[src/rtl/gumnut_pkg.sv]
// Shared types and constants for the Gumnut instruction-fetch stage.
package gumnut_pkg;

   // Opcode classes presented to the control unit.
   localparam logic [6:0] OP_ALU_IMM = 7'b0000000;
   localparam logic [6:0] OP_ALU_REG = 7'b0000001;
   localparam logic [6:0] OP_MEM     = 7'b0000010;
   localparam logic [6:0] OP_SHIFT   = 7'b0000110;
   localparam logic [6:0] OP_BRANCH  = 7'b0111110;
   localparam logic [6:0] OP_JUMP    = 7'b0011110;
   localparam logic [6:0] OP_MISC    = 7'b1111110;

   // PC operations commanded by the control unit; codes 8..15 behave as hold.
   typedef enum logic [3:0] {
      PC_HOLD   = 4'd0,
      PC_INC    = 4'd1,
      PC_BRANCH = 4'd2,
      PC_JUMP   = 4'd3,
      PC_JSB    = 4'd4,
      PC_RET    = 4'd5,
      PC_INT    = 4'd6,
      PC_RETI   = 4'd7
   } pc_oper_t;

   // Instruction-bus master states.
   typedef enum logic {
      ST_IDLE = 1'b0,
      ST_BUS  = 1'b1
   } fetch_state_t;

   typedef struct packed {
      logic [6:0] op;
      logic [2:0] func;
   } decode_t;

   // Prefix-coded decode: the number of leading ones selects the class.
   function automatic decode_t decode_ir(input logic [17:0] ir);
      decode_t d;
      d.op   = OP_ALU_IMM;
      d.func = ir[16:14];
      casez (ir[17:12])
         6'b0?????: begin d.op = OP_ALU_IMM; d.func = ir[16:14];               end
         6'b10????: begin d.op = OP_MEM;     d.func = {1'b0, ir[15:14]};       end
         6'b110???: begin d.op = OP_ALU_REG; d.func = ir[2:0];                 end
         6'b1110??: begin d.op = OP_SHIFT;   d.func = {1'b0, ir[1:0]};         end
         6'b11110?: begin d.op = OP_BRANCH;  d.func = {1'b0, ir[11:10]};       end
         6'b111110: begin d.op = OP_JUMP;    d.func = {2'b00, ir[10]};         end
         6'b111111: begin d.op = OP_MISC;    d.func = ir[10:8];                end
         default:   begin d.op = OP_ALU_IMM; d.func = ir[16:14];               end
      endcase
      return d;
   endfunction

endpackage

[src/rtl/gumnut_ret_stack.sv]
// Circular return-address stack. Pushing when full overwrites the oldest
// entry; popping when empty yields EMPTY_VAL. Both misuse cases set a sticky
// error flag that only reset clears.
module gumnut_ret_stack
   import gumnut_pkg::*;
#(
   parameter int              AW        = 12,
   parameter int              DEPTH     = 8,
   parameter logic [AW-1:0]   EMPTY_VAL = '0
) (
   input  logic          clk,
   input  logic          rst_n,
   input  logic          i_push,
   input  logic          i_pop,
   input  logic [AW-1:0] i_push_data,
   output logic [AW-1:0] o_pop_data,
   output logic          o_full,
   output logic          o_empty,
   output logic          o_err
);

   localparam int PW = (DEPTH > 1) ? $clog2(DEPTH) : 1;
   localparam logic [PW:0] FULL_CNT = (PW+1)'(DEPTH);

   logic [AW-1:0] r_mem [DEPTH];
   logic [PW-1:0] r_top;      // next slot to write
   logic [PW:0]   r_count;    // live entries, saturates at DEPTH
   logic          r_err;
   logic [PW-1:0] w_rd_idx;

   assign w_rd_idx   = r_top - 1'b1;
   assign o_full     = (r_count == FULL_CNT);
   assign o_empty    = (r_count == '0);
   assign o_err      = r_err;
   // Pop data must be available in the same cycle the PC is loaded from it.
   assign o_pop_data = o_empty ? EMPTY_VAL : r_mem[w_rd_idx];

   // Storage write; contents need no reset since the count gates every read.
   always_ff @(posedge clk) begin
      if (i_push) begin
         r_mem[r_top] <= i_push_data;
      end
   end

   // Pointer, occupancy and sticky error tracking.
   always_ff @(posedge clk or negedge rst_n) begin
      if (!rst_n) begin
         r_top   <= '0;
         r_count <= '0;
         r_err   <= 1'b0;
      end else if (i_push) begin
         r_top <= r_top + 1'b1;
         if (o_full) begin
            r_err <= 1'b1;
         end else begin
            r_count <= r_count + 1'b1;
         end
      end else if (i_pop) begin
         if (o_empty) begin
            r_err <= 1'b1;
         end else begin
            r_top   <= w_rd_idx;
            r_count <= r_count - 1'b1;
         end
      end
   end

endmodule

[src/rtl/gumnut_fetch_unit.sv]
// Gumnut instruction-fetch stage: PC, IR, return stack, saved interrupt PC,
// instruction-bus master and IR decode for the control unit.
module gumnut_fetch_unit
   import gumnut_pkg::*;
#(
   parameter int            IW          = 18,
   parameter int            AW          = 12,
   parameter int            STACK_DEPTH = 8,
   parameter logic [AW-1:0] RESET_PC    = 12'h000,
   parameter logic [AW-1:0] INT_VECTOR  = 12'h001
) (
   input  logic          clk,
   input  logic          rst_n,
   input  logic          fetch_i,
   input  logic          inst_ack_i,
   input  logic [IW-1:0] inst_dat_i,
   output logic          inst_cyc_o,
   output logic          inst_stb_o,
   output logic [AW-1:0] inst_adr_o,
   input  logic          pc_en_i,
   input  logic [3:0]    pc_oper_i,
   output logic [IW-1:0] ir_o,
   output logic          ir_valid_o,
   output logic [6:0]    op_o,
   output logic [2:0]    func_o,
   output logic [AW-1:0] pc_o,
   output logic          stack_full_o,
   output logic          stack_empty_o,
   output logic          stack_err_o
);

   fetch_state_t  r_state;
   fetch_state_t  w_state_next;
   logic          w_cyc;
   logic          w_ack_take;

   logic [AW-1:0] r_pc;
   logic [AW-1:0] r_saved_pc;
   logic [AW-1:0] r_adr;
   logic [IW-1:0] r_ir;
   logic          r_ir_valid;

   logic [AW-1:0] w_pc_next;
   logic          w_save_pc;
   logic          w_push;
   logic          w_pop;
   logic [AW-1:0] w_pop_data;
   logic [AW-1:0] w_disp;
   logic [AW-1:0] w_addr;
   decode_t       w_dec;

   assign w_disp     = {{(AW-8){r_ir[7]}}, r_ir[7:0]};
   assign w_addr     = r_ir[11:0];
   assign w_ack_take = (r_state == ST_BUS) && inst_ack_i;

   // Bus state register; reset drops any cycle in flight at once.
   always_ff @(posedge clk or negedge rst_n) begin
      if (!rst_n) begin
         r_state <= ST_IDLE;
      end else begin
         r_state <= w_state_next;
      end
   end

   // Next bus state and strobe outputs; a started cycle runs until ack.
   always_comb begin
      w_state_next = r_state;
      w_cyc        = 1'b0;
      case (r_state)
         ST_IDLE: begin
            if (fetch_i) begin
               w_state_next = ST_BUS;
            end
         end
         ST_BUS: begin
            w_cyc = 1'b1;
            if (inst_ack_i) begin
               w_state_next = ST_IDLE;
            end
         end
         default: w_state_next = ST_IDLE;
      endcase
   end

   // Next PC: a commanded operation overrides the post-fetch increment.
   always_comb begin
      w_pc_next = r_pc;
      w_save_pc = 1'b0;
      w_push    = 1'b0;
      w_pop     = 1'b0;
      if (pc_en_i) begin
         case (pc_oper_i)
            PC_HOLD:   w_pc_next = r_pc;
            PC_INC:    w_pc_next = r_pc + 1'b1;
            PC_BRANCH: w_pc_next = r_pc + w_disp;
            PC_JUMP:   w_pc_next = w_addr;
            PC_JSB: begin
               w_push    = 1'b1;
               w_pc_next = w_addr;
            end
            PC_RET: begin
               w_pop     = 1'b1;
               w_pc_next = w_pop_data;
            end
            PC_INT: begin
               w_save_pc = 1'b1;
               w_pc_next = INT_VECTOR;
            end
            PC_RETI:   w_pc_next = r_saved_pc;
            default:   w_pc_next = r_pc;
         endcase
      end else if (w_ack_take) begin
         w_pc_next = r_pc + 1'b1;
      end
   end

   // PC and saved interrupt PC registers.
   always_ff @(posedge clk or negedge rst_n) begin
      if (!rst_n) begin
         r_pc       <= RESET_PC;
         r_saved_pc <= '0;
      end else begin
         r_pc <= w_pc_next;
         if (w_save_pc) begin
            r_saved_pc <= r_pc;
         end
      end
   end

   // Fetch address capture, IR load on ack and the one-cycle valid pulse.
   always_ff @(posedge clk or negedge rst_n) begin
      if (!rst_n) begin
         r_adr      <= '0;
         r_ir       <= '0;
         r_ir_valid <= 1'b0;
      end else begin
         r_ir_valid <= w_ack_take;
         if (w_ack_take) begin
            r_ir <= inst_dat_i;
         end
         if ((r_state == ST_IDLE) && fetch_i) begin
            r_adr <= r_pc;
         end
      end
   end

   gumnut_ret_stack #(
      .AW        (AW),
      .DEPTH     (STACK_DEPTH),
      .EMPTY_VAL (RESET_PC)
   ) u_ret_stack (
      .clk         (clk),
      .rst_n       (rst_n),
      .i_push      (w_push),
      .i_pop       (w_pop),
      .i_push_data (r_pc),
      .o_pop_data  (w_pop_data),
      .o_full      (stack_full_o),
      .o_empty     (stack_empty_o),
      .o_err       (stack_err_o)
   );

   assign w_dec      = decode_ir(r_ir[17:0]);
   assign op_o       = w_dec.op;
   assign func_o     = w_dec.func;
   assign inst_cyc_o = w_cyc;
   assign inst_stb_o = w_cyc;
   assign inst_adr_o = r_adr;
   assign ir_o       = r_ir;
   assign ir_valid_o = r_ir_valid;
   assign pc_o       = r_pc;

endmodule
[config.mk]
export PLATFORM = sky130hd
export DESIGN_NAME = gumnut_fetch_unit
export DESIGN_NICKNAME = d
export VERILOG_FILES = /design/src/rtl/gumnut_pkg.sv /design/src/rtl/gumnut_ret_stack.sv /design/src/rtl/gumnut_fetch_unit.sv
export SDC_FILE = /design/constraint.sdc
export NUM_CORES = 1
export LEC_CHECK = 0
export ABC_AREA = 1
export BUFFER_PORTS_ARGS = -buffer_cell sky130_fd_sc_hd__buf_4
export CAP_MARGIN = 20
export CORE_AREA = 2 2 159 161
export DETAILED_ROUTE_END_ITERATION = 10
export DIE_AREA = 0 0 161 163
export PLACE_DENSITY = 0.51
export SLEW_MARGIN = 20
export SYNTH_ARGS = -nofsm -noshare
export SYNTH_HDL_FRONTEND = slang
export SYNTH_HIERARCHICAL = 1
export SYNTH_SLANG_ARGS = --single-unit
[constraint.sdc]
create_clock -name clk -period 4.45 [get_ports clk]
set_input_delay 0.445 -clock clk [delete_from_list [all_inputs] [get_ports clk]]
set_output_delay 0.445 -clock clk [all_outputs]
set_load 0.005 [all_outputs]
; After elaboration in Yosys (flattened, before gate mapping)
; Memories as Yosys holds them, arrays and structs flattened.
; Cells that the tools add are included.
; Widths: inputs -> output; s select.
[classes]
n_mux = 28
n_bitwise = 2
n_eq_ne = 18
reduce_logical = 11
addsub = 6
[ops]
columns = operator, n
row1 = $pmux 12 s6, 1
row2 = $pmux 10 s7, 1
row3 = $mux 12, 3
row4 = $eq 4x3->1 const B, 4
row5 = $mux 4, 4
row6 = $mux 1, 15
row7 = $add 12x1->12 const B, 1
row8 = $add 12x12->12, 1
row9 = $eq 6x6->1 const B, 2
row10 = $mux 3, 3
row11 = $eq 4x2->1 const B, 2
row12 = $eq 4x4->1 const B, 2
row13 = $ne 7x2->1 const B, 1
row14 = $reduce_and 3->1, 2
row15 = $reduce_bool 2->1, 3
row16 = $eq 5x5->1 const B, 1
row17 = $add 4x1->4 const B, 1
row18 = $eq 4x1->1 const B, 1
row19 = $logic_not 4->1, 1
row20 = $ne 2x2->1 const B, 2
row21 = $reduce_and 2->1, 2
row22 = $sub 4x1->4 const B, 1
row23 = $add 3x1->3 const B, 1
row24 = $eq 3x3->1 const B, 1
row25 = other kinds (7), 9
[totals]
output_inout_bits = 58
ramBits = 96
in_bits = 27
wordCells = 75
mem_count = 1
register_bits = 64
[memory_table]
columns = memory, depth, width, read_ports, rd_ports_with_merged_regs, write_ports, line_no
row1 = u_ret_stack.r_mem, 8, 12, 1, 0, 1, gumnut_ret_stack.sv:25  ; logic [AW-1:0] r_mem [DEPTH];

; Longest topological paths before layout
[logic_depth]
ltp_word = 5
ltp_mapped = 17
mapped_depth_nobuf = 14

; Hierarchy
; Netlist, hierarchy kept.
[modules_own_cells]
columns = mod, cells_each, seq_area_each_um2, area_per_inst_um2, instances
row1 = gumnut_ret_stack, 507, 3083.0, 4872.2, 1
row2 = gumnut_fetch_unit, 526, 1401.3, 3537.1, 1

; Least setup slack after synthesis
; Ideal clock, no wire load.
[synth_path]
path_kind = reg-to-reg
start = register u_ret_stack.r_top[0]
end = register r_pc[3], in the netlist pc_o[3]
n_path_buf = 4
period_less_slack_ns = 2.111
path_stages_with_launch = 17
setup_ns = 0.123
required_time_ns = 4.327
t_arrival_ns = 1.988
slack_ns = 2.339
cell_sequence = dfrtp_1 > buf_2 > inv_2 > buf_2 > ha_1 > buf_2 > inv_2 > buf_2 > nand3_1 > nand2_1 > nor2_1 > nor2_1 > nand2_1 > nand3_1 > a21o_1 > o21ai_0 > nand2_1
[synth_between]
elab_chain_len = 5
[synth_lines]
columns = item, line_no
row1 = start: declaration, gumnut_ret_stack.sv:26  ; logic [PW-1:0] r_top;
row2 = start signal: assignment, gumnut_ret_stack.sv:52  ; r_top <= r_top + 1'b1;
row3 = start signal: assignment, gumnut_ret_stack.sv:62  ; r_top <= w_rd_idx;
row4 = $sub 3x1->3, gumnut_ret_stack.sv:31  ; assign w_rd_idx = r_top - 1'b1;
row5 = $mem_v2 8x12, -
row6 = $mux 12, gumnut_ret_stack.sv:36  ; assign o_pop_data = o_empty ? EMPTY_VAL : r_mem[w_rd_idx];
row7 = named net w_pop_data[3], gumnut_fetch_unit.sv:47  ; logic [AW-1:0] w_pop_data;
row8 = $pmux 12 s6, gumnut_fetch_unit.sv:92  ; case (pc_oper_i)
row9 = $mux 12, gumnut_fetch_unit.sv:91  ; if (pc_en_i) begin
row10 = end signal: assignment, gumnut_fetch_unit.sv:123  ; r_pc <= w_pc_next;
row11 = end: declaration, gumnut_fetch_unit.sv:37  ; logic [AW-1:0] r_pc;
; The timed path passes the listed nets, and every way through them passes these cells.
; A chain may end at the register's enable or synchronous reset.

; Worst setup path in the final report
[layout_path]
start = register u_ret_stack.r_top[1]
end = register r_pc[3], in the netlist pc_o[3]
; The elaborated chain is that of the path after synthesis.

==> summary.md <==
| Metric | Value |
|---|---|
| Outcome | `finished, final reports clean` |
| Nets | `about 1200` |
| Via/cell ratio | `between 4 and 5` |
| Crit Path Max Fanout | `24` |
| Setup Fix Bufs, Post-CTS | `0` |
| Area Overhead vs Synth | `17.4%` |
| Tcrit/Tclk final | `57.9%` |
| PortBufs | `84` |
| Setup TNS | `0 ns` |
| Final WL | `~24000 µm` |
| Hold_buf cts | `0` |
| Setup CP Type | `flip-flop to flip-flop` |
| Vias in the first global route | `approximately 6700` |
| CORE AREA | `0.0247 mm²` |
| Post-synth EDFFs | `96` |
| Share of the synthesized area in the top cell type | `around a third` |
| Yosys warns | `6` |
| Worst-case clock buffer depth | `2` |
| Fin util | `40.0%` |
| Count of final hold-check violations | `0` |
| RSZ-0062 raised after global routing | `no` |
| # fillers | `approximately 2600` |
| GR Util All Layers | `a little under a fifth` |
| Die height | `163 µm` |
| Post-synthesis sequential area ratio | `53.3%` |
| CTS root buffer | `clkbuf_16` |
| Worst EP required | `4.76 ns` |
| Kind of start point of the critical path | `flip-flop` |
| Initial DRC Count | `roughly 570` |
| CTS buffer count | `17` |
| Post-CTS sizing | `0` |
| GP Congestion | `0.897` |
| Mean area per synthesized cell | `8.14 µm²` |
| Most frequent cells in the layout | `nand2_1 (371), inv_1 (107), nand3_1 (96), edfxtp_1 (96), buf_4 (92)` |
| DIE AREA | `0.0262 mm²` |
| Row cnt | `58` |
| Fin. max-slew vios | `0` |
| Asr flop ratio synth | `about 40%` |
| Initial Util | `34.1%` |
| Number of I/O pins | `85` |
| # diodes | `0` |
| Hold Crit Class | `input pin to async pin` |
| First-pass GRT wire length | `between 30000 and 40000 µm` |
| TritonCTS clock tree | `done` |
| Yosys cell types | `37` |
| Slew HR | `28.4%` |
| Proportion of layout cells with a drive suffix above 1 | `~17%` |
| Critical path endpoint category | `flip-flop` |
| Minimum clock period | `approximately 2.6 ns` |
| First-pass iteration count of the detailed router | `5` |
| Clock Skews | `~0.0093 ns` |
| Wire length per cell | `16.9 µm` |
| Vias | `6890` |
| #FFs+latches synth | `160` |
| Clock Sinks | `between 150 and 200` |
| Cells after Synth | `slightly above 1000` |
| Largest net degree at the start of global routing | `between 60 and 70` |
| Leakage | `roughly 4.7 nW` |
| Syn_nets | `about 1100` |
| Detailed placement HPWL | `around 17000 µm` |
| ANT nets after route | `0` |
| CTS H-tree lvls | `4` |
| CP arrival | `2.88 ns` |
| Commonest non-fill, non-tap cell in the layout | `nand2_1` |
| Power Density | `624 mW/mm²` |
| Most used DFF post-synth | `edfxtp_1` |
| Total grt overflow | `0` |
| Area leader, netlist | `edfxtp_1` |
| Post-Syn Area | `0.00841 mm²` |
| Max cap viols | `0` |
| Least-Margin Pin Slew | `1.07 ns` |
| VDD IR max | `305 µV` |
| Die width | `roughly 160 µm` |
| Final setup viols | `0` |
| Skew-Pair Late Insertion Delay | `about 0.43 ns` |
| Initial antenna violation count | `1` |
| Max Fclk | `approximately 0.39 GHz` |
| Main area contributors after synthesis | `edfxtp_1 (34%), dfrtp_1 (19%), nand2_1 (17%)` |
| CTS clk-pin slew, worst paths | `about 0.060 ns` |
| Drt drc | `0` |
## per-layer routing
metal  wire length, µm  share of wire (%)  vias up  global-route usage (%)
met3              1100                4.5       44                    3.21
met1             11400                 47     3232                    26.6
met2             11200                 46      199                    30.5
met4               677                2.8        0                    6.53
met5                 0                  0        -                       0
li1                  -                  -     3415                       -
## kinds of logic (layout without fill, tap and decap cells)
logic type / Yosys count / in the layout / share of synthesized area (%)
simple gates: 573 / 573 / 28.5
buf+inv: 201 / 289 / 9.89
flops: 160 / 160 / 53.3
compound gates: 76 / 76 / 4.81
fa+ha+maj: 18 / 18 / 2.86
xor+xnor: 5 / 5 / 0.610
## power by group
group	internal [mW]	switching [mW]
logic	0.888	1.64
clock network	0.823	0.619
registers	1.85	0.350
## path summary, 6_finish.rpt
kind	start	endpoint	cells past startpoint	slack [ns]
worst min-delay path	rst_n	ir_o[0]	1	0.11
min in group clk	inst_dat_i[14]	ir_o[14]	3	0.21
max in group asynchronous	rst_n	pc_o[10]	1	3.75
worst max-delay path	u_ret_stack/r_top[1]	pc_o[3]	12	1.87
worst min register to register	u_ret_stack/o_err	u_ret_stack/o_err	1	0.47
worst max register to register	u_ret_stack/r_top[1]	pc_o[3]	12	1.87
## per-stage QoR
stage	hold slack [ns]	area, µm²	cells	power [mW]	setup slack (ns)
after floorplan	0.149	8410	1033	3.78	2.34
after global placement	0.457	9300	1419	4.73	1.66
after detailed placement	0.467	9300	1419	4.74	1.60
after CTS	0.144	9880	1451	6.19	1.84
after global routing	0.178	9880	1451	6.57	1.60
final	0.114	9880	1451	6.17	1.87
## synthesized netlist by cell type, drive strengths merged, types with 3 or more instances
master / n
clkinv: 8
ha: 16
clkbuf: 6
buf: 30
xnor2: 3
a21oi: 20
nand3b: 3
nand2: 372
edfxtp: 96
inv: 157
nor2: 74
o21ai: 48
nand4: 7
dfrtp: 64
nor3: 10
nand3: 104
## worst max-delay path, stage by stage (launching register included)
cell and delay [ns]:
dfrtp_1 0.39, inv_1 0.10, ha_1 0.58, inv_2 0.30, nand3_1 0.16, nand2_1 0.09
nor2_1 0.11, nor2_1 0.09, nand2_1 0.07, nand3_1 0.10, a21o_1 0.19, o21ai_0 0.18
nand2_1 0.07
## flip-flops by register name, summed over array words and instances (netlist names)
| register | flops |
|---|---|
| u_ret_stack/r_mem | 96 |
| u_ret_stack/r_top | 3 |
| u_ret_stack/o_err | 1 |
| r_state | 1 |
| ir_valid_o | 1 |
| u_ret_stack/r_count | 4 |
| pc_o | 12 |
| inst_adr_o | 12 |
| r_saved_pc | 12 |
| ir_o | 18 |
## final cells by class
type | instances | area [µm²] | area share [%]
flip-flops and latches | 160 | 4480 | 45.4
multi-input cells | 672 | 3090 | 31.3
repair buffers | 92 | 691 | 6.99
inverters | 165 | 621 | 6.28
clock buffers | 21 | 472 | 4.78
well taps | 330 | 413 | 4.18
clock inverters | 11 | 103 | 1.04
Power figures use the tool's default switching activity.
